--- config.mk ---
export PLATFORM = sky130hd
export DESIGN_NAME = multicycle_sequencer
export DESIGN_NICKNAME = d
export VERILOG_FILES = /design/src/rtl/multicycle_sequencer.sv
export SDC_FILE = /design/constraint.sdc
export NUM_CORES = 1
export LEC_CHECK = 0
export CORE_MARGIN = 5
export CORE_UTILIZATION = 42
export DETAILED_ROUTE_END_ITERATION = 7
export PLACE_DENSITY = 0.79
export SYNTH_ARGS = -nofsm -noshare
export SYNTH_HDL_FRONTEND = slang
export SYNTH_SLANG_ARGS = --single-unit
--- constraint.sdc ---
create_clock -name clk -period 1.8 [get_ports clk]
set_input_delay 0.27 -clock clk [delete_from_list [all_inputs] [get_ports clk]]
set_output_delay 0.27 -clock clk [all_outputs]
set_load 0.01 [all_outputs]
--- src/rtl/multicycle_sequencer.sv ---
// Multi-cycle control sequencer for a small RV-style datapath: fetch, decode,
// execute, memory and write-back with bounded memory handshakes and a sticky fault.
module multicycle_sequencer #(
    parameter int STALL_LIMIT = 15
) (
    input  logic       clk,
    input  logic       rst_n,
    input  logic       start,
    input  logic       stop,
    input  logic [6:0] opcode,
    input  logic       branch_taken,
    output logic       imem_req,
    input  logic       imem_ack,
    output logic       dmem_req,
    output logic       dmem_we,
    input  logic       dmem_ack,
    output logic       ir_we,
    output logic       pc_we,
    output logic       pc_sel,
    output logic       rf_we,
    output logic [1:0] alu_op,
    output logic       alu_src,
    output logic       mem_to_reg,
    output logic       instr_done,
    output logic       fault,
    output logic [2:0] state
);

    localparam int CW = (STALL_LIMIT < 1) ? 1 : $clog2(STALL_LIMIT + 1);

    typedef enum logic [2:0] {
        S_IDLE   = 3'd0,
        S_FETCH  = 3'd1,
        S_DECODE = 3'd2,
        S_EXEC   = 3'd3,
        S_MEM    = 3'd4,
        S_WB     = 3'd5,
        S_HALT   = 3'd6
    } state_t;

    localparam logic [1:0] C_R      = 2'd0;
    localparam logic [1:0] C_LOAD   = 2'd1;
    localparam logic [1:0] C_STORE  = 2'd2;
    localparam logic [1:0] C_BRANCH = 2'd3;

    state_t          r_state;
    logic [CW-1:0]   r_cnt;
    logic [1:0]      r_class;
    logic            r_fault;

    state_t          w_state_nxt;
    logic [CW-1:0]   w_cnt_nxt;
    logic [1:0]      w_class_nxt;
    logic            w_fault_nxt;
    logic            w_retire;
    logic [2:0]      w_dec;
    logic [3:0]      w_ctrl;

    // Bit 2 flags a legal opcode; bits 1:0 carry its class.
    function automatic logic [2:0] decode_op(input logic [6:0] op);
        case (op)
            7'b0110011: return {1'b1, C_R};
            7'b0000011: return {1'b1, C_LOAD};
            7'b0100011: return {1'b1, C_STORE};
            7'b1100011: return {1'b1, C_BRANCH};
            default:    return 3'b000;
        endcase
    endfunction

    // Returns {alu_op, alu_src, mem_to_reg} for an instruction class.
    function automatic logic [3:0] class_ctrl(input logic [1:0] cls);
        case (cls)
            C_R:      return 4'b10_0_0;
            C_LOAD:   return 4'b00_1_1;
            C_STORE:  return 4'b00_1_0;
            C_BRANCH: return 4'b01_0_0;
            default:  return 4'b00_0_0;
        endcase
    endfunction

    // Next-state, wait-counter and output decode from the registered state.
    always_comb begin
        w_state_nxt  = r_state;
        w_cnt_nxt    = r_cnt;
        w_class_nxt  = r_class;
        w_fault_nxt  = r_fault;
        w_retire     = 1'b0;
        w_dec        = decode_op(opcode);
        w_ctrl       = 4'b0000;
        imem_req     = 1'b0;
        dmem_req     = 1'b0;
        dmem_we      = 1'b0;
        ir_we        = 1'b0;
        pc_we        = 1'b0;
        pc_sel       = 1'b0;
        rf_we        = 1'b0;
        instr_done   = 1'b0;
        case (r_state)
            S_IDLE: begin
                if (start) begin
                    w_state_nxt = S_FETCH;
                    w_cnt_nxt   = {CW{1'b0}};
                end else begin
                    w_state_nxt = S_IDLE;
                end
            end
            S_FETCH: begin
                imem_req = 1'b1;
                if (imem_ack) begin
                    ir_we       = 1'b1;
                    w_state_nxt = S_DECODE;
                end else if (r_cnt == CW'(STALL_LIMIT)) begin
                    w_state_nxt = S_HALT;
                    w_fault_nxt = 1'b1;
                end else begin
                    w_cnt_nxt = r_cnt + CW'(1);
                end
            end
            S_DECODE: begin
                if (w_dec[2]) begin
                    w_class_nxt = w_dec[1:0];
                    w_ctrl      = class_ctrl(w_dec[1:0]);
                    w_state_nxt = S_EXEC;
                end else begin
                    w_state_nxt = S_HALT;
                    w_fault_nxt = 1'b1;
                end
            end
            S_EXEC: begin
                w_ctrl = class_ctrl(r_class);
                case (r_class)
                    C_R: w_state_nxt = S_WB;
                    C_LOAD, C_STORE: begin
                        w_state_nxt = S_MEM;
                        w_cnt_nxt   = {CW{1'b0}};
                    end
                    C_BRANCH: begin
                        pc_we    = 1'b1;
                        pc_sel   = branch_taken;
                        w_retire = 1'b1;
                    end
                    default: begin
                        w_state_nxt = S_HALT;
                        w_fault_nxt = 1'b1;
                    end
                endcase
            end
            S_MEM: begin
                w_ctrl   = class_ctrl(r_class);
                dmem_req = 1'b1;
                dmem_we  = (r_class == C_STORE);
                if (dmem_ack) begin
                    if (r_class == C_STORE) begin
                        pc_we    = 1'b1;
                        w_retire = 1'b1;
                    end else begin
                        w_state_nxt = S_WB;
                    end
                end else if (r_cnt == CW'(STALL_LIMIT)) begin
                    w_state_nxt = S_HALT;
                    w_fault_nxt = 1'b1;
                end else begin
                    w_cnt_nxt = r_cnt + CW'(1);
                end
            end
            S_WB: begin
                w_ctrl   = class_ctrl(r_class);
                rf_we    = 1'b1;
                pc_we    = 1'b1;
                w_retire = 1'b1;
            end
            S_HALT: begin
                w_state_nxt = S_HALT;
                w_fault_nxt = 1'b1;
            end
            default: begin
                w_state_nxt = S_HALT;
                w_fault_nxt = 1'b1;
            end
        endcase
        // Retirement overrides the per-state choice: stop is only honoured here.
        if (w_retire) begin
            instr_done  = 1'b1;
            w_cnt_nxt   = {CW{1'b0}};
            w_state_nxt = stop ? S_IDLE : S_FETCH;
        end else begin
            instr_done = 1'b0;
        end
        alu_op     = w_ctrl[3:2];
        alu_src    = w_ctrl[1];
        mem_to_reg = w_ctrl[0];
    end

    // State, wait counter, instruction class and sticky fault registers.
    always_ff @(posedge clk or negedge rst_n) begin
        if (!rst_n) begin
            r_state <= S_IDLE;
            r_cnt   <= {CW{1'b0}};
            r_class <= C_R;
            r_fault <= 1'b0;
        end else begin
            r_state <= w_state_nxt;
            r_cnt   <= w_cnt_nxt;
            r_class <= w_class_nxt;
            r_fault <= w_fault_nxt;
        end
    end

    assign fault = r_fault;
    assign state = r_state;

endmodule
==> results of run 1 <==
[cells by family (layout without fill, tap and decap cells)]
group / Yosys count / after routing / share of synthesized area (%)
simple gates: 43 / 43 / 25.51
compound gates: 29 / 29 / 22.45
buf+inv: 16 / 91 / 8.290
fa+ha+maj: 11 / 11 / 13.90
flops: 10 / 10 / 25.51
xor+xnor: 2 / 2 / 1.786
mux: 2 / 2 / 2.551
[flip-flops by register name, summed over array words and instances, names as in the netlist]
signal	flops
r_cnt	4
r_class	2
fault	1
state	3
[stage by stage]
stage                     area (µm²)  power (mW)  worst slack [ns]  utilization [%]  cells
after floorplan                980.9       1.115           0.08714                -    113
after global placement          1481       1.792           -0.7120            66.97    192
after detailed placement        1481       1.837           -0.7772            66.97    192
after CTS                       1642       2.164          -0.08808            74.21    205
after global routing            1812       2.772           -0.1636            81.90    216
final                           1812       2.652           -0.1205            81.90    216
[Yosys cell counts (all sizes together) (3+ instances only)]
library cell / count
inv: 11
nor2: 11
dfrtp: 10
ha: 10
nand2: 9
a21oi: 7
a22o: 4
buf: 4
nand3: 4
o21ai: 4
nand2b: 3
nor3b: 3
o211ai: 3
or3: 3
[power breakdown]
group	internal (mW)	total [mW]	switching (mW)
clock network	0.123	0.221	0.0979
registers	0.291	0.370	0.0797
logic	1.09	2.06	0.974
total	1.50	2.65	1.15
[timing repair]
| action | CTS | global route |
|---|---|---|
| pin swaps | 13 | 11 |
| setup endpoints to repair | 16 | 15 |
| resized for setup | 65 | 23 |
| buffers inserted | 9 | 11 |
| cloned | 0 | 1 |
[critical path: stages (launching register included)]
cell	delay, ns
dfrtp_2	0.44
buf_6	0.13
nor4_4	0.28
buf_4	0.17
buf_6	0.09
a22o_1	0.13
buf_2	0.13
[layout make-up]
cell class | instances | share of cell area [%]
multi-input cells | 87 | 43.92
flip-flops and latches | 10 | 14.02
clock buffers | 4 | 2.003
repair buffers | 76 | 35.84
well taps | 28 | 1.934
inverters | 11 | 2.279
[cell usage in the layout (no fill, tap or decap), types with 3 or more instances in the layout]
cell type / synthesis / layout
ha_1: 10 / 5
clkdlybuf4s50_1: 0 / 10
buf_4: 1 / 39
inv_1: 11 / 9
a21oi_1: 5 / 4
ha_4: 0 / 3
nor2_1: 11 / 9
dlygate4sd2_1: 0 / 6
dfrtp_1: 10 / 7
clkbuf_4: 0 / 3
o211ai_1: 3 / 3
buf_6: 2 / 5
nand3_1: 4 / 3
dfrtp_2: 0 / 3
a22o_1: 4 / 4
buf_2: 1 / 8
nand2_1: 9 / 9
nand2b_4: 0 / 3
[metal layers]
layer / wire length, µm / vias to the layer above
met5: 0 / -
li1: - / 550
met1: 1536 / 601
met4: 173 / 0
met3: 330 / 22
met2: 2098 / 85
[final timing paths]
path | slack (ns) | to | from
setup / recovery | -0.12 | alu_op[1] | state[0]
hold / removal | 0.32 | state[2] | rst_n
setup reg to reg | -0.11 | r_cnt[2] | state[0]
hold reg to reg | 0.50 | fault | fault
max in group asynchronous | 1.11 | state[0] | rst_n
min in group clk | 0.43 | r_class[1] | opcode[4]
==> flow_metrics.py, run 1 <==
metrics = {
    "worst_setup_path": {
        "critical_path.max_fanout": 3,
        "crit_arrival_ns": 1.65,
        "critPathKind": "flop to output pin",
        "reg2reg_depth": 7,
        "crit_required_ns": 1.53,
        "cp-end-kind": "output pin",
        "start_kind": "flop",
    },
    "layout": {
        "final_nets": 213,
        "multi_input_area_um2": 795.8,
        "syn2layout_area_growth_pct": 84.69,
        "register_area_um2": 254.0,
        "drive_gt1_share_pct": 52.66,
        "fillers": 137,
        "n_antenna_cell": 0,
    },
    "timing": {
        "finalSetupViolations": 7,
        "setup_tns_ns": -0.3834,
        "whs_ns": 0.3164,
        "maxSlewHeadroom_pct": 66.47,
        "timing.fmax_mhz": 520.7,
        "worst_slack_ns": -0.1205,
        "finClkSkew_ns": 0.007742,
        "period_share_pct": 106.7,
        "worst_slew_pin_slew_ns": 0.5014,
        "rsz0062_at_grt": "yes",
        "hold_viol": 0,
        "min_period_ns": 1.921,
        "slew_viol_final": 0,
    },
    "global_routing": {
        "grt_pass1_vias": 1213,
        "grt_max_degree": 15,
        "grtUsageTotal_pct": 20.82,
        "use_met3_pct": 1.974,
        "antenna_found_initial": 0,
        "met1_usage_pct": 23.32,
        "grt_use_met2_pct": 38.60,
        "grt.busiest_layer": "met2",
        "grt-ovfl-total": 0,
        "grt_pass1_wl_mm": 5.485,
    },
    "clock_tree": {
        "clk_pin_slew_worst_paths_ns": 0.08,
        "clk_latency_ns": 0.28,
        "cts_sinks": 10,
        "cts_tree": "built",
        "htree_levels": 1,
        "cts_root_buffer": "clkbuf_4",
        "cts_buffers": 3,
        "cts_buffer_depth": 2,
        "cts_hold_buf": 0,
    },
    "route": {
        "wl_per_cell_um": 19.16,
        "drt_wl_total_mm": 4.138,
        "ant_nets": 0,
        "drtIter0Drc": 84,
        "drc": 0,
        "num_vias": 1258,
        "viasPerCell": 5.824,
        "first_pass_iters": 4,
    },
    "logic_synthesis": {
        "ys_seq_area_share_pct": 25.51,
        "ys.warnings.count": 0,
        "yosysTopAreaCell": "dfrtp_1",
        "avgSynthCellArea_um2": 8.681,
        "synth.area.top_cells": "dfrtp_1, ha_1, inv_1",
        "synth_cells": 113,
        "syn_area_um2": 980.9,
        "synth_top_area_share_pct": 25.51,
        "synth_flop_cell": "dfrtp_1",
        "syn_nets": 137,
        "synth_edf_count": 0,
        "ys_async_sr_fraction_pct": 100.0,
        "synth_seq_cells": 10,
        "ys_types": 44,
    },
    "die": {
        "dieArea_um2": 3402,
        "ioPinCount": 30,
        "die_width_um": 58.33,
        "start_util_pct": 44.34,
        "die_y_um": 58.33,
        "rows": 17,
        "core-area_um2": 2212,
    },
    "status": {
        "violations": "setup timing",
        "status": "complete, but fails checks",
    },
    "power_and_ir_drop": {
        "power.density_nw_per_um2": 1464,
        "irDropWorstVdd_v": 0.0009605,
        "p_leak_nw": 0.8593,
    },
    "worst_hold_path": {
        "hold_path_class": "primary input to asynchronous set/reset pin",
    },
    "place": {
        "dp_hpwl_mm": 2.323,
        "place_congestion": 0.8451,
        "portBuffers": 29,
    },
    "run": {
        "maxCapViolations": 0,
    },
}
No activity file was read; power rests on OpenSTA's default activity.
==> run 2, diff against run 1 <==
==> constraint.sdc (replaced) <==
create_clock -name clk -period 1.8 [get_ports clk]
set_input_delay 0.36 -clock clk [delete_from_list [all_inputs] [get_ports clk]]
set_output_delay 0.36 -clock clk [all_outputs]
set_load 0.01 [all_outputs]
==> run 2 against run 1 <==
Effect of this change: the flow still finishes with violations (setup timing); final cell count is 2.3% lower; sequential power is 5.7% lower; total power is 9.6% lower; flip-flop and latch count stayed put; non-clock buffer count is 5 lower; design area is 3.0% lower; sequential share of layout area is 0.37 points higher; worst hold slack better by 0.083 ns; combinational power is 9.7% lower; die area stayed put; clock power is 13% lower; count of clock-buffer cells in the layout stayed put; critical endpoint is now alu_src.
==> flow_metrics.py, run 2 (synthesized netlist as in run 1, its figures left out) <==
metrics = {
    "status": {
        "status": "complete, but fails checks",
        "violations": "setup timing",
    },
    "timing": {
        "period_share_pct": 113.5,
        "timing.fmax_mhz": 489.7,
        "setup_tns_ns": -0.8111,
        "slew_viol_final": 0,
        "rsz0062_at_grt": "yes",
        "whs_ns": 0.3994,
        "hold_viol": 0,
        "worst_slew_pin_slew_ns": 0.4475,
        "finalSetupViolations": 6,
        "finClkSkew_ns": 0.006952,
        "min_period_ns": 2.042,
        "worst_slack_ns": -0.2422,
        "maxSlewHeadroom_pct": 69.89,
    },
    "route": {
        "drt_wl_total_mm": 3.527,
        "ant_nets": 0,
        "num_vias": 1168,
        "first_pass_iters": 4,
        "viasPerCell": 5.536,
        "drc": 0,
        "drtIter0Drc": 45,
        "wl_per_cell_um": 16.72,
    },
    "global_routing": {
        "grt_pass1_vias": 1148,
        "antenna_found_initial": 0,
        "grt_max_degree": 12,
        "grt-ovfl-total": 0,
        "grtUsageTotal_pct": 19.33,
        "grt_pass1_wl_mm": 5.140,
    },
    "place": {
        "portBuffers": 29,
        "place_congestion": 0.8675,
        "dp_hpwl_mm": 2.313,
        "dp_cells": 192,
        "dpl_cell_area_um2": 1483,
    },
    "worst_setup_path": {
        "crit_arrival_ns": 1.68,
        "critical_path.max_fanout": 3,
        "reg2reg_depth": 7,
        "critPathKind": "flop to output pin",
        "crit_required_ns": 1.44,
        "cp-end-kind": "output pin",
        "start_kind": "flop",
    },
    "power_and_ir_drop": {
        "power.density_nw_per_um2": 1365,
        "irDropWorstVdd_v": 0.0008667,
        "total_power_mw": 2.397,
        "p_leak_nw": 0.8072,
    },
    "die": {
        "ioPinCount": 30,
        "die_width_um": 58.33,
        "start_util_pct": 44.34,
        "rows": 17,
        "die_y_um": 58.33,
        "core-area_um2": 2212,
        "dieArea_um2": 3402,
    },
    "clock_tree": {
        "htree_levels": 1,
        "cts_buffer_depth": 2,
        "clk_pin_slew_worst_paths_ns": 0.06,
        "cts_root_buffer": "clkbuf_4",
        "cts_sinks": 10,
        "clk_latency_ns": 0.26,
        "cts_buffers": 3,
        "cts_tree": "built",
    },
    "layout": {
        "syn2layout_area_growth_pct": 79.08,
        "n_antenna_cell": 0,
        "final_area_um2": 1757,
        "regMostFlops": "r_cnt",
        "drive_gt1_share_pct": 54.10,
        "layout_commonest_cell": "buf_4",
        "fillers": 145,
        "layout.cells.non_filler": 211,
        "largest_reg_flops": 4,
        "final_nets": 208,
        "mostFrequentLayoutCells": "buf_4, buf_6, buf_2",
    },
    "worst_hold_path": {
        "hold_path_class": "primary input to asynchronous set/reset pin",
    },
    "run": {
        "maxCapViolations": 0,
    },
}
## run 2: power breakdown
part / internal [mW] / leakage [nW] / total (mW) / switching [mW]
clock: 0.123 / 0.0210 / 0.193 / 0.0705
sequential: 0.289 / 0.117 / 0.349 / 0.0600
combinational: 0.955 / 0.669 / 1.86 / 0.900
total: 1.37 / 0.807 / 2.40 / 1.03
## run 2: final timing paths
kind	startpoint	endpoint	slack (ns)
min in group clk	fault	fault	0.50
min	rst_n	r_cnt[2]	0.40
max in group asynchronous	rst_n	state[1]	1.08
max reg2reg	state[2]	r_cnt[3]	-0.03
min reg2reg	fault	fault	0.50
max	state[0]	alu_src	-0.24
## run 2: layer usage
layer	up-vias	global-route usage (%)	routed length [µm]
li1	545	-	-
met4	0	7.616	175
met1	559	23.22	1444
met2	47	33.97	1744
met3	17	3.289	162
met5	-	0	0
## run 2: critical path: stages (launching register included)
cell     delay, ns
dfrtp_2       0.41
buf_6         0.13
nor4_4        0.33
buf_4         0.19
buf_6         0.09
inv_2         0.03
o21ai_2       0.11
buf_2         0.14
## run 2: stage by stage
step | setup slack, ns | utilization (%)
after floorplan | 0.005174 | -
after global placement | -0.8719 | 67.02
after detailed placement | -0.9306 | 67.02
after CTS | -0.1936 | 73.53
after global routing | -0.3217 | 79.41
final | -0.2422 | 79.41
## run 2: what timing repair did
item | in CTS | in global routing
resized for setup | 83 | 31
buffers inserted | 7 | 9
setup endpoints to repair | 20 | 14
pin swaps | 14 | 13
hold buffers | 0 | 0
## run 2: layout make-up
| type | count | area, µm² | share of cell area [%] |
|---|---|---|---|
| clock buffer | 4 | 36.28 | 2.066 |
| inverter | 11 | 41.29 | 2.350 |
| multi-input combinational | 87 | 809.5 | 46.08 |
| sequential | 10 | 252.7 | 14.39 |
| tap | 28 | 35.03 | 1.994 |
| timing repair buffer | 71 | 581.8 | 33.12 |
